===== src/rtl/cpu_defs_pkg.sv =====
// Shared opcode/funct constants, FSM state encoding and ALU operation classes
// for the multicycle MIPS-style controller.
package cpu_defs_pkg;

    localparam logic [5:0] OP_RTYPE = 6'h00;
    localparam logic [5:0] OP_J     = 6'h02;
    localparam logic [5:0] OP_JAL   = 6'h03;
    localparam logic [5:0] OP_BEQ   = 6'h04;
    localparam logic [5:0] OP_BNE   = 6'h05;
    localparam logic [5:0] OP_ADDI  = 6'h08;
    localparam logic [5:0] OP_SLTI  = 6'h0A;
    localparam logic [5:0] OP_LW    = 6'h23;
    localparam logic [5:0] OP_SW    = 6'h2B;
    localparam logic [5:0] FN_JR    = 6'h08;

    typedef enum logic [3:0] {
        S_FETCH  = 4'd0,
        S_DECODE = 4'd1,
        S_MEMADR = 4'd2,
        S_MEMRD  = 4'd3,
        S_MEMWB  = 4'd4,
        S_MEMWR  = 4'd5,
        S_RTEX   = 4'd6,
        S_ALUWB  = 4'd7,
        S_BRANCH = 4'd8,
        S_JUMP   = 4'd9,
        S_IMMEX  = 4'd10,
        S_JR     = 4'd11,
        S_HALT   = 4'd15
    } state_e;

    localparam logic [2:0] ALU_ADD   = 3'd0;
    localparam logic [2:0] ALU_SUB   = 3'd1;
    localparam logic [2:0] ALU_RTYPE = 3'd2;
    localparam logic [2:0] ALU_SLT   = 3'd3;

    localparam logic [1:0] ERR_NONE    = 2'd0;
    localparam logic [1:0] ERR_ILLEGAL = 2'd1;
    localparam logic [1:0] ERR_TIMEOUT = 2'd2;

    // States that stall on the unified memory and are covered by the wait timer
    function automatic logic is_mem_wait(state_e s);
        return (s == S_FETCH) || (s == S_MEMRD) || (s == S_MEMWR);
    endfunction

endpackage


===== src/rtl/multicycle_ctrl_if.sv =====
// Unified-memory handshake between the controller (master) and memory (slave).
interface multicycle_ctrl_if;
    logic mem_read_o;
    logic mem_write_o;
    logic iord_o;
    logic mem_ready_i;

    modport master (output mem_read_o, output mem_write_o, output iord_o, input mem_ready_i);
    modport slave  (input mem_read_o, input mem_write_o, input iord_o, output mem_ready_i);
endinterface


===== src/rtl/mem_wait_timer.sv =====
// Counts not-ready cycles of a memory wait and flags the cycle whose stall
// would bring the count to MEM_TIMEOUT.
module mem_wait_timer #(
    parameter int unsigned MEM_TIMEOUT = 15
) (
    input  logic clk_i,
    input  logic rst_n,
    input  logic clear,
    input  logic waiting,
    input  logic ready,
    output logic expired
);
    localparam int unsigned CW = $clog2(MEM_TIMEOUT + 1);
    localparam logic [CW-1:0] LAST = CW'(MEM_TIMEOUT - 1);

    logic [CW-1:0] count;

    always_ff @(posedge clk_i or negedge rst_n) begin
        if (!rst_n)
            count <= '0;
        else if (clear)
            count <= '0;
        else if (waiting && !ready)
            count <= count + 1'b1;
    end

    // A ready in this cycle completes the access, so it never times out
    assign expired = waiting && !ready && (count == LAST);

endmodule


===== src/rtl/multicycle_ctrl.sv =====
// Multicycle CPU control FSM: fetch/decode/execute sequencing with memory
// wait timeout and sticky error reporting.
module multicycle_ctrl
    import cpu_defs_pkg::*;
#(
    parameter int unsigned MEM_TIMEOUT = 15
) (
    input  logic               clk_i,
    input  logic               rst_n,
    input  logic [5:0]         op_i,
    input  logic [5:0]         funct_i,
    input  logic               cond_i,
    multicycle_ctrl_if.master  mem,
    output logic               pc_write_o,
    output logic               ir_write_o,
    output logic               reg_write_o,
    output logic [1:0]         reg_dst_o,
    output logic [1:0]         mem_to_reg_o,
    output logic               alu_src_a_o,
    output logic [1:0]         alu_src_b_o,
    output logic [2:0]         alu_op_o,
    output logic [1:0]         pc_src_o,
    output logic [3:0]         state_o,
    output logic               done_o,
    output logic [1:0]         err_o
);
    state_e     state_q, state_n;
    logic [1:0] err_q, err_set;
    logic       timeout, timer_clear;
    logic       mem_read, mem_write, iord;

    assign timer_clear = is_mem_wait(state_n) && (state_n != state_q);

    mem_wait_timer #(.MEM_TIMEOUT(MEM_TIMEOUT)) u_timer (
        .clk_i   (clk_i),
        .rst_n   (rst_n),
        .clear   (timer_clear),
        .waiting (is_mem_wait(state_q)),
        .ready   (mem.mem_ready_i),
        .expired (timeout)
    );

    always_ff @(posedge clk_i or negedge rst_n) begin
        if (!rst_n) begin
            state_q <= S_FETCH;
            err_q   <= ERR_NONE;
        end else begin
            state_q <= state_n;
            if (err_q == ERR_NONE)
                err_q <= err_set;
        end
    end

    always_comb begin
        state_n      = state_q;
        err_set      = ERR_NONE;
        mem_read     = 1'b0;
        mem_write    = 1'b0;
        iord         = 1'b0;
        pc_write_o   = 1'b0;
        ir_write_o   = 1'b0;
        reg_write_o  = 1'b0;
        reg_dst_o    = 2'd0;
        mem_to_reg_o = 2'd0;
        alu_src_a_o  = 1'b0;
        alu_src_b_o  = 2'd0;
        alu_op_o     = ALU_ADD;
        pc_src_o     = 2'd0;
        done_o       = 1'b0;

        unique case (state_q)
            S_FETCH: begin
                mem_read    = 1'b1;
                alu_src_b_o = 2'd1;
                if (mem.mem_ready_i) begin
                    ir_write_o = 1'b1;
                    pc_write_o = 1'b1;
                    state_n    = S_DECODE;
                end else if (timeout) begin
                    state_n = S_HALT;
                    err_set = ERR_TIMEOUT;
                end
            end
            S_DECODE: begin
                alu_src_b_o = 2'd3;
                case (op_i)
                    OP_RTYPE:         state_n = (funct_i == FN_JR) ? S_JR : S_RTEX;
                    OP_LW, OP_SW:     state_n = S_MEMADR;
                    OP_ADDI, OP_SLTI: state_n = S_IMMEX;
                    OP_BEQ, OP_BNE:   state_n = S_BRANCH;
                    OP_J, OP_JAL:     state_n = S_JUMP;
                    default: begin
                        state_n = S_HALT;
                        err_set = ERR_ILLEGAL;
                    end
                endcase
            end
            S_MEMADR: begin
                alu_src_a_o = 1'b1;
                alu_src_b_o = 2'd2;
                state_n     = (op_i == OP_SW) ? S_MEMWR : S_MEMRD;
            end
            S_MEMRD: begin
                mem_read = 1'b1;
                iord     = 1'b1;
                if (mem.mem_ready_i) begin
                    state_n = S_MEMWB;
                end else if (timeout) begin
                    state_n = S_HALT;
                    err_set = ERR_TIMEOUT;
                end
            end
            S_MEMWB: begin
                reg_write_o  = 1'b1;
                mem_to_reg_o = 2'd1;
                done_o       = 1'b1;
                state_n      = S_FETCH;
            end
            S_MEMWR: begin
                mem_write = 1'b1;
                iord      = 1'b1;
                if (mem.mem_ready_i) begin
                    done_o  = 1'b1;
                    state_n = S_FETCH;
                end else if (timeout) begin
                    state_n = S_HALT;
                    err_set = ERR_TIMEOUT;
                end
            end
            S_RTEX: begin
                alu_src_a_o = 1'b1;
                alu_op_o    = ALU_RTYPE;
                state_n     = S_ALUWB;
            end
            S_ALUWB: begin
                reg_write_o = 1'b1;
                reg_dst_o   = (op_i == OP_RTYPE) ? 2'd1 : 2'd0;
                done_o      = 1'b1;
                state_n     = S_FETCH;
            end
            S_IMMEX: begin
                alu_src_a_o = 1'b1;
                alu_src_b_o = 2'd2;
                alu_op_o    = (op_i == OP_SLTI) ? ALU_SLT : ALU_ADD;
                state_n     = S_ALUWB;
            end
            S_BRANCH: begin
                // cond_i already folds in the bne inversion in the datapath
                alu_src_a_o = 1'b1;
                alu_op_o    = ALU_SUB;
                pc_write_o  = cond_i;
                pc_src_o    = cond_i ? 2'd1 : 2'd0;
                done_o      = 1'b1;
                state_n     = S_FETCH;
            end
            S_JUMP: begin
                pc_write_o = 1'b1;
                pc_src_o   = 2'd2;
                if (op_i == OP_JAL) begin
                    reg_write_o  = 1'b1;
                    reg_dst_o    = 2'd2;
                    mem_to_reg_o = 2'd2;
                end
                done_o  = 1'b1;
                state_n = S_FETCH;
            end
            S_JR: begin
                pc_write_o = 1'b1;
                pc_src_o   = 2'd3;
                done_o     = 1'b1;
                state_n    = S_FETCH;
            end
            S_HALT:  state_n = S_HALT;
            default: state_n = S_HALT;
        endcase

        // Reset parks the FSM in FETCH; keep its Moore strobes quiet meanwhile
        if (!rst_n) begin
            mem_read    = 1'b0;
            mem_write   = 1'b0;
            pc_write_o  = 1'b0;
            ir_write_o  = 1'b0;
            reg_write_o = 1'b0;
            done_o      = 1'b0;
        end
    end

    assign mem.mem_read_o  = mem_read;
    assign mem.mem_write_o = mem_write;
    assign mem.iord_o      = iord;
    assign state_o         = state_q;
    assign err_o           = err_q;

endmodule


===== src/flat_wrapper.sv =====
// flat-port wrapper written by rule: the top's interface ports become plain ports
module multicycle_ctrl_flat import cpu_defs_pkg::*;
#(
    parameter int unsigned MEM_TIMEOUT = 15
)
  (clk_i, rst_n, op_i, funct_i, cond_i, pc_write_o, ir_write_o, reg_write_o, reg_dst_o, mem_to_reg_o, alu_src_a_o, alu_src_b_o, alu_op_o, pc_src_o, state_o, done_o, err_o, mem_mem_read_o, mem_mem_write_o, mem_iord_o, mem_mem_ready_i);
  multicycle_ctrl_if mem_i ();
  input  logic clk_i;
  input  logic rst_n;
  input  logic [5:0] op_i;
  input  logic [5:0] funct_i;
  input  logic cond_i;
  output logic pc_write_o;
  output logic ir_write_o;
  output logic reg_write_o;
  output logic [1:0] reg_dst_o;
  output logic [1:0] mem_to_reg_o;
  output logic alu_src_a_o;
  output logic [1:0] alu_src_b_o;
  output logic [2:0] alu_op_o;
  output logic [1:0] pc_src_o;
  output logic [3:0] state_o;
  output logic done_o;
  output logic [1:0] err_o;
  output wire logic [$bits(mem_i.mem_read_o)-1:0] mem_mem_read_o;
  output wire logic [$bits(mem_i.mem_write_o)-1:0] mem_mem_write_o;
  output wire logic [$bits(mem_i.iord_o)-1:0] mem_iord_o;
  input wire logic [$bits(mem_i.mem_ready_i)-1:0] mem_mem_ready_i;
  assign mem_mem_read_o = mem_i.mem_read_o;
  assign mem_mem_write_o = mem_i.mem_write_o;
  assign mem_iord_o = mem_i.iord_o;
  assign mem_i.mem_ready_i = mem_mem_ready_i;
  multicycle_ctrl #(.MEM_TIMEOUT(MEM_TIMEOUT)) u_core (.clk_i(clk_i), .rst_n(rst_n), .op_i(op_i), .funct_i(funct_i), .cond_i(cond_i), .mem(mem_i), .pc_write_o(pc_write_o), .ir_write_o(ir_write_o), .reg_write_o(reg_write_o), .reg_dst_o(reg_dst_o), .mem_to_reg_o(mem_to_reg_o), .alu_src_a_o(alu_src_a_o), .alu_src_b_o(alu_src_b_o), .alu_op_o(alu_op_o), .pc_src_o(pc_src_o), .state_o(state_o), .done_o(done_o), .err_o(err_o));
endmodule

===== config.mk =====
export PLATFORM = sky130hd
export DESIGN_NAME = multicycle_ctrl_flat
export DESIGN_NICKNAME = d
export VERILOG_FILES = /design/src/rtl/cpu_defs_pkg.sv /design/src/rtl/multicycle_ctrl_if.sv /design/src/rtl/mem_wait_timer.sv /design/src/rtl/multicycle_ctrl.sv /design/src/flat_wrapper.sv
export SDC_FILE = /design/constraint.sdc
export NUM_CORES = 1
export LEC_CHECK = 0
export ABC_AREA = 1
export CORE_ASPECT_RATIO = 0.7
export CORE_MARGIN = 5
export CORE_UTILIZATION = 25
export DETAILED_ROUTE_END_ITERATION = 12
export GPL_ROUTABILITY_DRIVEN = 0
export GPL_TIMING_DRIVEN = 0
export PLACE_DENSITY_LB_ADDON = 0.12
export SYNTH_ARGS = -nofsm -noshare
export SYNTH_HDL_FRONTEND = slang
export SYNTH_HIERARCHICAL = 1
export SYNTH_SLANG_ARGS = --single-unit

===== constraint.sdc =====
create_clock -name clk_i -period 6.3 [get_ports clk_i]
set_input_delay 0.63 -clock clk_i [delete_from_list [all_inputs] [get_ports clk_i]]
set_output_delay 0.63 -clock clk_i [all_outputs]
set_load 0.01 [all_outputs]

==> reports/metrics.yaml <==
sta:
  fin_crit_sh_pct: 48.1
  setup_violations: 0
  slew_headroom_pct: 62.5
  slew_viol_final: 0
  finalHoldViolations: 0
  fmax_ghz: 0.330
  layout_min_cycle_time_ns: 3.03
  worst_pin_slew_ns: 0.561
  fin_skew_ns: 0.00401
  rsz0062_at_grt: "false"
  timing.setup.tns_ns: 0
  fin_ws_ns: 3.27
global_routing:
  grt_max_degree: 13
  grtUsageTotal_pct: 11.8
  overflow: 0
  antenna_found_initial: 0
  grt_pass1_wl_um: 5890
  grt_pass1_vias: 1231
synthesis:
  syn_nets: 208
  ys.flop_type: "dfrtp_1"
  synth_cell_types: 32
  synth-edff-count: 0
  synth_cells: 190
  async_flop_share_pct: 100
  synth.avg_cell_area_um2: 6.03
  yosysWarnings: 6
  synth_area_um2: 1140
  synth-seq-area-share_pct: 21.9
  synth-seq-cells: 10
critical_path:
  crit_fanout: 12
  cp-start-kind: "input pin"
  worstSetupPathType: "in2out"
  worstPathRequired_ns: 5.67
  cp.arrival_ns: 2.40
  endpoint_kind: "output port"
placement:
  place_area_um2: 1600
  place.detailed.hpwl_um: 2890
  numPortBuffers: 39
  dpl_worst_slack_ns: 3.17
pwr:
  comb_power_share_pct: 13.3
  power.internal_uw: 130
  clockPowerShare_pct: 48.1
  pwr-share-seq_pct: 38.6
  irDropWorstVdd_v: 0.0000901
  leakage_nw: 0.770
  p_per_area_nw_per_um2: 100
  finalPower_uw: 167
  switching_power_uw: 36.1
  p_sw_share_pct: 21.7
detailed_routing:
  via_per_inst: 4.39
  vias: 1265
  avgRoutedWirePerCell_um: 11.9
  route.detailed.drc: 0
  ant_nets: 0
  drt-total-wl_um: 3440
  drt-initial-drc-count: 71
  dr.pass1.iters: 4
floorplan:
  die_y_um: 66.6
  coreArea_um2: 4380
  row_count: 20
  die_x_um: 90.9
  fp.dieArea_um2: 6050
  pin_count: 41
  start_util_pct: 26.1
finish:
  stdcell_area_um2: 1660
  drive_above_1_share_pct: 14.6
  antennaDiodeCount: 0
  final_common_cell: "clkdlybuf4s50_1"
  nNetsFinal: 252
  layout_common_cells: "clkdlybuf4s50_1 (39), nand2_1 (37), nor2_1 (30)"
  area_delta_synth_final_pct: 44.9
clocking:
  root_buffer: "clkbuf_8"
  cts.reportedPaths.clkPinSlew_ns: 0.05
  insertion_delay_ns: 0.23
  ctsHtreeMaxLevel: 1
  ctsResizeCount: 0
  cts_hold_buffers: 0
  cts.sinks: 10
  cts_buffers: 3
  post_cts_buffers: 0
  cts.path.max_buffers: 2
  cts_tree: "built"
flow_run:
  drv_cap: 0
min_path:
  hp-class: "reg2reg"
status:
  status: "complete, no violations"
-- synthesized netlist by cell type, types with 2 or more instances --
| cell type | number | area share, % |
|---|---|---|
| dfrtp_1 | 10 | 22 |
| nor2_2 | 4 | 2.2 |
| a21oi_1 | 10 | 4.4 |
| inv_2 | 7 | 2.3 |
| nand2_4 | 2 | 2.0 |
| nor3_1 | 3 | 1.3 |
| nand3_1 | 23 | 10 |
| ha_1 | 2 | 2.2 |
| o21ai_0 | 5 | 2.2 |
| nand4_1 | 2 | 1.1 |
| inv_1 | 25 | 8.2 |
| a31oi_1 | 2 | 1.1 |
| nor2_4 | 3 | 3.0 |
| buf_4 | 2 | 1.3 |
| nand2_2 | 5 | 2.7 |
| nor2_1 | 30 | 9.8 |
| nand3_2 | 3 | 2.6 |
| o31ai_1 | 2 | 1.3 |
| nand2_1 | 37 | 12 |
-- critical path: stages --
cell,delay (ns)
clkdlybuf4s50_1,0.82
inv_1,0.21
a21oi_1,0.19
clkdlybuf4s50_1,0.56
-- power groups by stage --
stage	logic, mW	clock network (mW)	registers [mW]
after floorplan	0.00808	0	0.0654
after global placement	0.0226	0	0.0654
after detailed placement	0.0223	0	0.0654
after CTS	0.0224	0.0834	0.0643
after global routing	0.0250	0.0878	0.0643
final	0.0221	0.0801	0.0643
-- path summary, 6_finish.rpt --
kind | from | end | slack (ns) | cells after the start
setup / recovery | rst_n | done_o | 3.27 | 4
hold / removal | u_core/err_o[1] | u_core/err_o[0] | 0.48 | 1
setup reg to reg | u_core/state_o[1] | u_core/u_timer/count[1] | 3.54 | 20
hold reg to reg | u_core/err_o[1] | u_core/err_o[0] | 0.48 | 1
max in group asynchronous | rst_n | u_core/err_o[0] | 5.17 | 1
min in group asynchronous | rst_n | u_core/u_timer/count[0] | 0.76 | 1
-- area by class of cell --
class | count | area [um2]
plain buffers | 3 | 26.3
clock buffers | 4 | 55.1
fillers | 472 | 2720
inverters | 34 | 130
multi-input cells | 143 | 738
flip-flops and latches | 10 | 250
well taps | 55 | 68.8
repair buffers | 39 | 390
-- sequential cells by signal, summed over array words and instances, names as in the netlist --
name and flops:
u_core/state_o 4, u_core/err_o 2, u_core/u_timer/count 4
-- stage by stage --
| stage | util (%) | hold WS [ns] | instances |
|---|---|---|---|
| after floorplan | - | 0.334 | 190 |
| after CTS | 37.9 | 0.484 | 288 |
| after detailed placement | 36.6 | 0.471 | 284 |
| after global routing | 37.9 | 0.500 | 288 |
| final | 37.9 | 0.484 | 288 |
| after global placement | 36.6 | 0.470 | 284 |
-- metal layers --
metal	up-vias	share of wire [%]	GRT usage, %
met1	532	55	18.2
met3	2	8.5	3.05
met4	0	0.32	2.75
met2	41	36	15.9
li1	690	-	-
met5	-	0	0
-- cells by family (layout without fill, tap and decap cells) --
group	count (synthesis)	count (layout)	share of synthesized area [%]
other	1	1	0.328
AND/OR/NAND/NOR	115	115	49.0
buffers and inverters	37	80	13.7
adder cells (fa/ha/maj)	2	2	2.19
XOR/XNOR	1	1	0.765
AO/OA/AOI/OAI	24	24	12.2
flip-flops	10	10	21.9
Power figures use the tool's default switching activity.
